$ cat src/rtl/nibble_add_seq.sv
// Wide adder sequencer: drives an external 4-bit ripple-carry stage one nibble per clock,
// LSB first, chaining the carry and presenting the wide result over valid/ready.
module nibble_add_seq #(
   parameter int NIBBLES = 4
) (
   input  logic                   clk,
   input  logic                   rst,
   input  logic                   in_valid,
   output logic                   in_ready,
   input  logic [4*NIBBLES-1:0]   op_a,
   input  logic [4*NIBBLES-1:0]   op_b,
   input  logic                   op_cin,
   output logic [3:0]             add_a,
   output logic [3:0]             add_b,
   output logic                   add_cin,
   input  logic [3:0]             add_sum,
   input  logic                   add_cout,
   output logic [4*NIBBLES-1:0]   res,
   output logic                   res_cout,
   output logic                   res_ovf,
   output logic                   res_valid,
   input  logic                   res_ready
);

   localparam int W  = 4 * NIBBLES;
   localparam int CW = $clog2(NIBBLES);

   localparam logic [1:0] IDLE = 2'd0;
   localparam logic [1:0] RUN  = 2'd1;
   localparam logic [1:0] DONE = 2'd2;

   logic [1:0]    state;
   logic [CW-1:0] cnt;
   logic [W-1:0]  a_reg;
   logic [W-1:0]  b_reg;
   logic [W-1:0]  res_reg;
   logic          carry_reg;
   logic          last;

   // Mux-free nibble select: OR together the slice whose index matches.
   function automatic logic [3:0] nib(input logic [W-1:0] v, input logic [CW-1:0] idx);
      logic [3:0] n;
      n = 4'd0;
      for (int i = 0; i < NIBBLES; i++) begin
         n = n | (v[4*i +: 4] & {4{idx == CW'(i)}});
      end
      return n;
   endfunction

   assign last = (cnt == CW'(NIBBLES - 1));
   assign res  = res_reg;

   // Output decode from the registered state only.
   always_comb begin
      in_ready  = 1'b0;
      add_a     = 4'd0;
      add_b     = 4'd0;
      add_cin   = 1'b0;
      res_valid = 1'b0;
      res_cout  = 1'b0;
      res_ovf   = 1'b0;
      case (state)
         IDLE: begin
            in_ready = ~rst;
         end
         RUN: begin
            add_a   = nib(a_reg, cnt);
            add_b   = nib(b_reg, cnt);
            add_cin = carry_reg;
         end
         DONE: begin
            res_valid = 1'b1;
            res_cout  = carry_reg;
            res_ovf   = (a_reg[W-1] == b_reg[W-1]) && (res_reg[W-1] != a_reg[W-1]);
         end
         default: begin
            in_ready = 1'b0;
         end
      endcase
   end

   // Sequencer state, operand capture and nibble-wise result accumulation.
   always_ff @(posedge clk or posedge rst) begin
      if (rst) begin
         state     <= IDLE;
         cnt       <= '0;
         a_reg     <= '0;
         b_reg     <= '0;
         res_reg   <= '0;
         carry_reg <= 1'b0;
      end else begin
         case (state)
            IDLE: begin
               if (in_valid) begin
                  a_reg     <= op_a;
                  b_reg     <= op_b;
                  carry_reg <= op_cin;
                  cnt       <= '0;
                  state     <= RUN;
               end
            end
            RUN: begin
               for (int i = 0; i < NIBBLES; i++) begin
                  if (cnt == CW'(i)) begin
                     res_reg[4*i +: 4] <= add_sum;
                  end
               end
               carry_reg <= add_cout;
               if (last) begin
                  cnt   <= '0;
                  state <= DONE;
               end else begin
                  cnt <= cnt + CW'(1);
               end
            end
            DONE: begin
               if (res_ready) begin
                  state <= IDLE;
               end
            end
            default: begin
               state <= IDLE;
            end
         endcase
      end
   end

endmodule

$ cat config.mk
export PLATFORM = sky130hd
export DESIGN_NAME = nibble_add_seq
export DESIGN_NICKNAME = d
export VERILOG_FILES = /design/src/rtl/nibble_add_seq.sv
export SDC_FILE = /design/constraint.sdc
export NUM_CORES = 1
export LEC_CHECK = 0
export BUFFER_PORTS_ARGS = -buffer_cell sky130_fd_sc_hd__buf_2
export CORE_MARGIN = 8
export CORE_UTILIZATION = 55
export DETAILED_ROUTE_END_ITERATION = 7
export PLACE_DENSITY = 0.85
export SLEW_MARGIN = 5
export SYNTH_ARGS = -nofsm -noshare
export SYNTH_HDL_FRONTEND = slang
export SYNTH_SLANG_ARGS = --single-unit
$ cat constraint.sdc
create_clock -name clk -period 4.57 [get_ports clk]
set_clock_uncertainty 0.2 [all_clocks]
set_input_delay 0.457 -clock clk [delete_from_list [all_inputs] [get_ports clk]]
set_output_delay 0.457 -clock clk [all_outputs]
set_load 0.01 [all_outputs]
==> results of run 1 <==
## cell usage after synthesis
cell type / instances / share of area (%)
a21oi_1: 9 / 1.9
a22oi_1: 16 / 5.2
and2_1: 2 / 0.54
buf_2: 1 / 0.21
buf_6: 3 / 1.4
clkbuf_1: 5 / 0.80
clkbuf_2: 1 / 0.21
dfrtp_1: 53 / 57
ha_1: 4 / 2.1
inv_1: 4 / 0.64
mux2_1: 2 / 0.97
mux2_2: 46 / 22
nand2b_1: 2 / 0.54
nand3b_1: 6 / 1.9
nor2_1: 1 / 0.16
nor2b_1: 1 / 0.27
nor3_1: 1 / 0.21
nor3b_4: 1 / 0.80
o21ai_0: 1 / 0.21
o21ba_2: 1 / 0.43
o21bai_1: 1 / 0.32
o221a_2: 1 / 0.48
o2bb2ai_1: 1 / 0.38
o31ai_1: 1 / 0.32
or3b_2: 1 / 0.38
or4b_1: 1 / 0.43
## critical path, cell delays in order (launching register included)
cell	delay [ns]
dfrtp_1	0.42
inv_1	0.12
ha_1	0.40
a22oi_1	0.19
a21oi_1	0.14
buf_2	0.16
## cell families after synthesis
kind of cell / Yosys count / synth area share [%]
simple gates: 16 / 5.26
fa+ha+maj: 4 / 2.15
mux: 48 / 23.2
flops: 53 / 56.9
buf+inv: 14 / 3.33
compound gates: 31 / 9.23
## per-layer routing
| metal | vias to the layer above | routed length (µm) | global-route usage, % |
|---|---|---|---|
| met1 | 805 | 2180 | 20.4 |
| met2 | 54 | 2690 | 27.6 |
| met3 | 4 | 366 | 6.29 |
| met4 | 0 | 38 | 5.36 |
| met5 | - | 0 | 0 |
| li1 | 743 | - | - |
## layout by cell type (no fill, tap or decap), types with 2 or more instances in the layout
master	netlist	final
a21oi_1	9	9
a22oi_1	16	16
and2_1	2	2
buf_2	1	70
clkbuf_8	0	5
clkinv_2	0	2
dfrtp_1	53	53
ha_1	4	4
inv_1	4	3
mux2_1	2	2
mux2_2	46	46
nand2b_1	2	2
nand3b_1	6	6
## power groups by stage
stage | Sequential (µW) | Clock (µW) | Combinational (µW)
floorplan | 858 | 0 | 602
global placement | 867 | 0 | 848
detailed placement | 878 | 0 | 879
CTS | 872 | 257 | 882
global route | 902 | 276 | 948
finish | 871 | 251 | 869
## through the flow
stage / instance area (µm²) / std cells / power (µW)
after floorplan: 2330 / 166 / 1460
after global placement: 2690 / 277 / 1710
after detailed placement: 2690 / 277 / 1760
after CTS: 2770 / 285 / 2010
after global routing: 2770 / 285 / 2130
final: 2770 / 285 / 1990
## area by class of cell
cell class	instances	area, µm²	area share, %
clock buffers	6	72.6	2.62
clock inverters	2	10.0	0.361
inverters	4	15.0	0.542
multi-input cells	99	928	33.5
flip-flops and latches	53	1330	47.8
well taps	50	62.6	2.26
repair buffers	71	358	12.9
## worst min path at each step
stage                         start       end  cells after the start
final                     res_ready  state[1]                      2
after global routing      res_ready  state[1]                      2
after CTS                 res_ready  state[1]                      2
after detailed placement     res[7]    res[7]                      1
after global placement     b_reg[6]  b_reg[6]                      1
after floorplan            b_reg[6]  b_reg[6]                      1
==> results.py, run 1 <==
metrics = {
    "cells_and_area": {
        "syn_to_final_growth_pct": 18.9,
        "antenna_cells": 0,
        "fillerInstances": 321,
        "nets": 280,
        "finalCoreUtilization_pct": 68.8,
        "drive_gt1_share_pct": 54.9,
    },
    "route": {
        "routed_wl_um": 5270,
        "ant_nets": 0,
        "drt-initial-drc-count": 93,
        "remaining_drc_errors": 0,
        "wl_per_cell_um": 18.5,
        "dr.pass1.iters": 4,
        "dr_total_vias": 1606,
        "vias_per_cell": 5.64,
    },
    "worst_setup_path": {
        "crit_path_end": "add_a[1]",
        "cp-end-kind": "output port",
        "cp-startpoint": "cnt[0]",
        "r2r_end": "res[3]",
        "setup.worst_path.class": "flop to output port",
        "r2r_slack_ns": 2.69,
        "arrival_ns": 1.72,
        "reg2reg_depth": 4,
        "reg2reg_from": "cnt[0]",
        "crit_path_max_fanout": 9,
        "cp-start-kind": "flop",
        "required_ns": 3.91,
    },
    "floorplanning": {
        "rows": 23,
        "io_pins": 71,
        "die_y_um": 81.1,
        "start_util_pct": 57.9,
        "core_um2": 4030,
        "die_w_um": 81.1,
        "die_area_um2": 6580,
    },
    "sta": {
        "worst_pin_slew_ns": 1.07,
        "drv_slew": 0,
        "final-hold-violation-count": 0,
        "slew_headroom_pct": 28.4,
        "final.setup.tns_ns": 0,
        "fmax_mhz": 420,
        "period_minus_slack_ns": 2.38,
        "layout_setup_ws_ns": 2.19,
        "timing.hold.ws_ns": 0.141,
        "rsz0062_at_grt": "false",
        "finalSetupViolCount": 0,
        "fin_crit_sh_pct": 52.1,
    },
    "power": {
        "power_density_nw_per_um2": 718,
        "ir_worst_vdd_uv": 357,
        "p_seq_share_pct": 43.7,
        "combPwrFrac_pct": 43.7,
        "p_int_uw": 1270,
        "switching_share_pct": 36.1,
        "p_clk_share_pct": 12.6,
        "p_leak_uw": 0.00129,
        "p_switching_uw": 720,
    },
    "synthesis": {
        "synth-seq-cells": 53,
        "synth_warnings": 0,
        "synth-seq-area-share_pct": 56.9,
        "synth.avg_cell_area_um2": 14.0,
        "ys_types": 26,
        "synthesis.nets": 212,
        "syn_inst": 166,
        "syn-cell-area_um2": 2330,
    },
    "grt": {
        "antenna_found_initial": 0,
        "first_global_vias": 1706,
        "grt_usage_pct": 16.9,
        "grt_pass1_wl_um": 8450,
        "grt_max_degree": 54,
        "grt_overflow_total": 0,
    },
    "placed_design": {
        "pre_cts_slack_ns": 2.53,
        "post-dp-hpwl_um": 3920,
        "finalWeightedCongestion": 0.725,
        "port_buffers": 70,
    },
    "cts": {
        "cts_resized": 0,
        "htree_levels": 2,
        "ctsRootBufferMaster": "clkbuf_8",
        "cts_tree": "built",
        "ctsLongestPathBuffers": 2,
        "clkTransAtPathRegs_ns": 0.08,
        "cts_setup_buffers": 0,
        "hold_buffers": 0,
        "clkLatencyLatePin_ns": 0.31,
        "cts_buffers": 5,
        "clock_sinks": 53,
    },
    "run": {
        "maxCapViolCount": 0,
    },
    "worst_hold_path": {
        "hold_path_class": "input port to flop",
    },
    "outcome": {
        "status": "finished clean",
    },
}
No activity file was read; power rests on OpenSTA's default activity.
==> run 2, diff against run 1 <==
--- a/config.mk
+++ b/config.mk
@@ -7,9 +7,9 @@
 export LEC_CHECK = 0
 export BUFFER_PORTS_ARGS = -buffer_cell sky130_fd_sc_hd__buf_2
 export CORE_MARGIN = 8
-export CORE_UTILIZATION = 55
+export CORE_UTILIZATION = 51
 export DETAILED_ROUTE_END_ITERATION = 7
-export PLACE_DENSITY = 0.85
+export PLACE_DENSITY = 0.79
 export SLEW_MARGIN = 5
 export SYNTH_ARGS = -nofsm -noshare
 export SYNTH_HDL_FRONTEND = slang
==> constraint.sdc (replaced) <==
create_clock -name clk -period 2.5 [get_ports clk]
set_clock_uncertainty 0.2 [all_clocks]
set_input_delay 0.25 -clock clk [delete_from_list [all_inputs] [get_ports clk]]
set_output_delay 0.25 -clock clk [all_outputs]
set_load 0.01 [all_outputs]
==> results.py, run 2 (synthesized netlist as in run 1, its figures left out) <==
metrics = {
    "grt": {
        "grt_overflow_total": 0,
        "grt_usage_pct": 16.1,
        "first_global_vias": 1884,
        "antenna_found_initial": 0,
        "grt_max_degree": 37,
        "grt_pass1_wl_um": 9250,
    },
    "cts": {
        "cts_tree": "built",
        "clkTransAtPathRegs_ns": 0.09,
        "clock_sinks": 53,
        "cts_resized": 0,
        "ctsLongestPathBuffers": 2,
        "ctsRootBufferMaster": "clkbuf_8",
        "clkLatencyLatePin_ns": 0.30,
        "cts_buffers": 5,
        "htree_levels": 2,
    },
    "worst_setup_path": {
        "reg2reg_depth": 4,
        "reg2reg_from": "cnt[1]",
        "critPathTopFamily": "compound AO/OA/AOI/OAI gates",
        "arrival_ns": 1.83,
        "crit_chain": "inv_1, ha_1, a22oi_1, a21oi_1, buf_2",
        "crit_path_top_delay_cell": "dfrtp_1",
        "setup.worst_path.class": "flop to output port",
        "cp-end-kind": "output port",
        "worst_path_largest_cell_delay_ns": 0.41,
        "required_ns": 2.05,
        "r2r_end": "res[4]",
        "r2r_slack_ns": 0.61,
        "crit_path_max_fanout": 9,
        "cp-start-kind": "flop",
        "cp_num_buf_inv": 2,
    },
    "cells_and_area": {
        "final_cell_mix": "70 x buf_2, 53 x dfrtp_1, 46 x mux2_2",
        "fillerInstances": 294,
        "drive_gt1_share_pct": 48.1,
        "syn_to_final_growth_pct": 34.4,
        "multi_input_area_um2": 928,
        "antenna_cells": 0,
        "final_common_cell": "buf_2",
        "post-route-cell-area_um2": 3140,
        "regArea_um2": 1330,
        "nets": 315,
    },
    "sta": {
        "rsz0062_at_grt": "false",
        "drv_slew": 0,
        "final.setup.tns_ns": 0,
        "slew_headroom_pct": 70.5,
        "layout_setup_ws_ns": 0.218,
        "finalSetupViolCount": 0,
        "fmax_mhz": 438,
        "fin_crit_sh_pct": 91.3,
        "final-hold-violation-count": 0,
        "worst_pin_slew_ns": 0.442,
        "timing.hold.ws_ns": 0.0211,
        "period_minus_slack_ns": 2.28,
    },
    "route": {
        "dr_total_vias": 1717,
        "wl_per_cell_um": 17.6,
        "remaining_drc_errors": 0,
        "vias_per_cell": 5.33,
        "ant_nets": 0,
        "dr.pass1.iters": 4,
        "routed_wl_um": 5660,
        "drt-initial-drc-count": 62,
    },
    "floorplanning": {
        "io_pins": 71,
        "die_w_um": 83.6,
        "rows": 24,
        "die_area_um2": 6990,
        "core_um2": 4380,
        "start_util_pct": 53.2,
        "die_y_um": 83.6,
    },
    "worst_hold_path": {
        "worstHoldStart": "add_sum[1]",
        "hold_depth": 2,
        "hold_path_class": "input port to flop",
        "holdPathEnd": "res[13]",
    },
    "power": {
        "power_density_nw_per_um2": 1170,
        "p_leak_uw": 0.00144,
        "ir_worst_vdd_uv": 692,
        "power_uw": 3680,
    },
    "placed_design": {
        "finalWeightedCongestion": 0.740,
        "pre_cts_slack_ns": 0.638,
        "port_buffers": 70,
        "post-dp-hpwl_um": 3890,
        "post_dp_cell_area_um2": 2710,
    },
    "outcome": {
        "status": "finished clean",
    },
    "run": {
        "maxCapViolCount": 0,
    },
}
run 2: area by class of cell:
cell class | count | area share, %
Sequential cell | 53 | 42.3
Multi-Input combinational cell | 99 | 29.6
Timing Repair Buffer | 106 | 22.9
Clock buffer | 6 | 2.31
Tap cell | 52 | 2.08
Inverter | 4 | 0.479
Clock inverter | 2 | 0.319
run 2: repair_timing:
item / CTS / global route
setup endpoints to repair: 0 / 0
setup buffers: 0 / 0
hold buffers: 34 / 0
hold endpoints to repair: 50 / 0
run 2: per-layer routing:
metal	wire [µm]	global-route usage (%)
met1	2290	18.6
met2	2980	28.0
met3	311	5.18
met4	78	4.08
met5	0	0
run 2: where the power goes:
part	switching, µW	leakage (µW)	total [µW]	internal, µW
Sequential	275	0.000623	1570	1300
Combinational	776	0.000774	1640	869
Clock	264	0.0000450	459	195
run 2: worst reg2reg max path: cells and delay by family, from the launching register on:
family                     cells  cell delay [ns]
adders and majority gates      1             0.41
buffers and inverters          1             0.11
DFF                            1             0.41
muxes                          1             0.35
and+or+nand+nor                1             0.30
run 2: through the flow:
stage | utilization, % | cells
final | 71.5 | 322
after CTS | 71.5 | 322
after floorplan | - | 166
after global placement | 61.9 | 280
after global routing | 71.5 | 322
after detailed placement | 61.9 | 280
run 2: how the worst max path moves through the flow:
stage	slack, ns	endpoint	startpoint	cells after the start
detailed placement	0.64	res[4]	cnt[1]	4
floorplan	0.76	a_reg[0]	rst	1
global placement	0.65	add_b[1]	cnt[1]	5
CTS	0.29	add_a[0]	cnt[1]	5
finish	0.22	add_b[1]	cnt[1]	5
global route	0.16	add_a[3]	cnt[1]	5
==> run 3, diff against run 2 <==
--- a/config.mk
+++ b/config.mk
@@ -10,6 +10,7 @@
 export CORE_UTILIZATION = 51
 export DETAILED_ROUTE_END_ITERATION = 7
 export PLACE_DENSITY = 0.79
+export RECOVER_POWER = 50
 export SLEW_MARGIN = 5
 export SYNTH_ARGS = -nofsm -noshare
 export SYNTH_HDL_FRONTEND = slang
==> results.py, run 3 (synthesized netlist as in run 1, its figures left out) <==
metrics = {
    "cts": {
        "clkLatencyLatePin_ns": 0.30,
        "cts_setup_buffers": 0,
        "htree_levels": 2,
        "cts_tree": "built",
        "ctsRootBufferMaster": "clkbuf_8",
        "cts_resized": 0,
        "ctsLongestPathBuffers": 2,
        "clkTransAtPathRegs_ns": 0.09,
        "clock_sinks": 53,
        "hold_buffers": 34,
        "cts_buffers": 5,
    },
    "sta": {
        "finalSetupViolCount": 0,
        "drv_slew": 0,
        "final.setup.tns_ns": 0,
        "final-hold-violation-count": 0,
        "layout_setup_ws_ns": 0.218,
        "fmax_mhz": 438,
        "slew_headroom_pct": 42.2,
        "fin_crit_sh_pct": 91.3,
        "worst_pin_slew_ns": 0.867,
        "rsz0062_at_grt": "false",
        "period_minus_slack_ns": 2.28,
    },
    "cells_and_area": {
        "post-route-cell-area_um2": 3100,
        "nets": 315,
        "final_cell_mix": "55 x buf_2, 53 x dfrtp_1, 46 x mux2_2",
        "antenna_cells": 0,
        "syn_to_final_growth_pct": 33.0,
        "drive_gt1_share_pct": 42.2,
        "final_common_cell": "buf_2",
    },
    "placed_design": {
        "post_dp_cell_area_um2": 2710,
        "pre_cts_slack_ns": 0.638,
        "finalWeightedCongestion": 0.740,
        "port_buffers": 70,
        "post-dp-hpwl_um": 3890,
    },
    "grt": {
        "gr-usage-met1_pct": 18.6,
        "grt_use_met2_pct": 28.0,
        "grt_overflow_total": 0,
        "grtUsageMet3_pct": 5.18,
        "grt_pass1_wl_um": 9250,
        "antenna_found_initial": 0,
        "first_global_vias": 1884,
        "grt-busiest-layer": "met2",
        "grt_max_degree": 37,
        "grt_usage_pct": 16.1,
    },
    "route": {
        "dr.pass1.iters": 4,
        "remaining_drc_errors": 0,
        "dr_total_vias": 1718,
        "drt-initial-drc-count": 66,
        "wl_per_cell_um": 17.5,
        "ant_nets": 0,
        "routed_wl_um": 5640,
        "vias_per_cell": 5.34,
    },
    "power": {
        "ir_worst_vdd_uv": 692,
        "p_clk_share_pct": 12.5,
        "switching_share_pct": 36.2,
        "power_density_nw_per_um2": 1180,
        "combPwrFrac_pct": 44.2,
        "p_int_uw": 2330,
        "p_switching_uw": 1320,
        "power_uw": 3650,
        "p_seq_share_pct": 43.3,
        "p_leak_uw": 0.00140,
    },
    "floorplanning": {
        "die_w_um": 83.6,
        "start_util_pct": 53.2,
        "io_pins": 71,
        "core_um2": 4380,
        "rows": 24,
        "die_y_um": 83.6,
        "die_area_um2": 6990,
    },
    "worst_setup_path": {
        "crit_path_top_delay_cell": "ha_1",
        "r2r_slack_ns": 0.59,
        "critPathTopFamily": "adder cells",
        "cp-end-kind": "output port",
        "cp-start-kind": "flop",
        "required_ns": 2.05,
        "worst_path_largest_cell_delay_ns": 0.42,
        "crit_chain": "inv_1, ha_1, a22oi_1, a21oi_1, buf_2",
        "cp_num_buf_inv": 2,
        "arrival_ns": 1.83,
        "setup.worst_path.class": "flop to output port",
        "crit_path_max_fanout": 9,
    },
    "worst_hold_path": {
        "hold_path_class": "input port to flop",
    },
    "run": {
        "maxCapViolCount": 0,
    },
    "outcome": {
        "status": "finished clean",
    },
}
-- run 3: changes by cell type in the layout (fill, tap and decap cells not counted), sizes merged --
cell / previous run / this run
buf: 72 / 56
clkbuf: 6 / 22
-- run 3: metrics by stage --
stage | utilization [%] | hold WS [ns] | cells
finish | 70.7 | 0.0208 | 322
floorplan | - | 0.159 | 166
CTS | 71.5 | 0.0171 | 322
detailed placement | 61.9 | 0.0844 | 280
global route | 70.7 | 0.0164 | 322
global placement | 61.9 | 0.0827 | 280
-- run 3: final timing paths --
check                                start  depth (start not counted)        to
worst max register to register      cnt[1]                          4    res[4]
worst min-delay path            add_sum[1]                          2   res[13]
min in group asynchronous              rst                          3  state[0]
worst min register to register      res[8]                          1    res[8]
worst max-delay path                cnt[1]                          5  add_b[1]
max in group asynchronous              rst                          4  b_reg[1]
-- run 3: cell type report --
cell class / count / area (µm²)
inverters: 4 / 15.0
fillers: 308 / 1280
clock inverters: 2 / 10.0
multi-input cells: 99 / 928
clock buffers: 6 / 72.6
repair buffers: 106 / 684
flip-flops and latches: 53 / 1330
well taps: 52 / 65.1
-- run 3: power by group through the flow --
stage / combinational [µW] / clock [µW] / sequential (µW)
final: 1610 / 458 / 1580
after global routing: 1750 / 503 / 1640
after CTS: 1660 / 472 / 1570
after detailed placement: 1610 / 0 / 1590
after global placement: 1570 / 0 / 1560
after floorplan: 1100 / 0 / 1570
-- run 3: worst register-to-register path: stages (launching register included) --
cell      delay [ns]
dfrtp_1         0.41
inv_1           0.11
ha_1            0.42
nand3b_1        0.31
mux2_2          0.35
-- run 3: routing by layer --
metal | up-vias | routed length, µm
met3 | 7 | 311
met1 | 848 | 2290
met4 | 0 | 78
li1 | 813 | -
met5 | - | 0
met2 | 50 | 2960
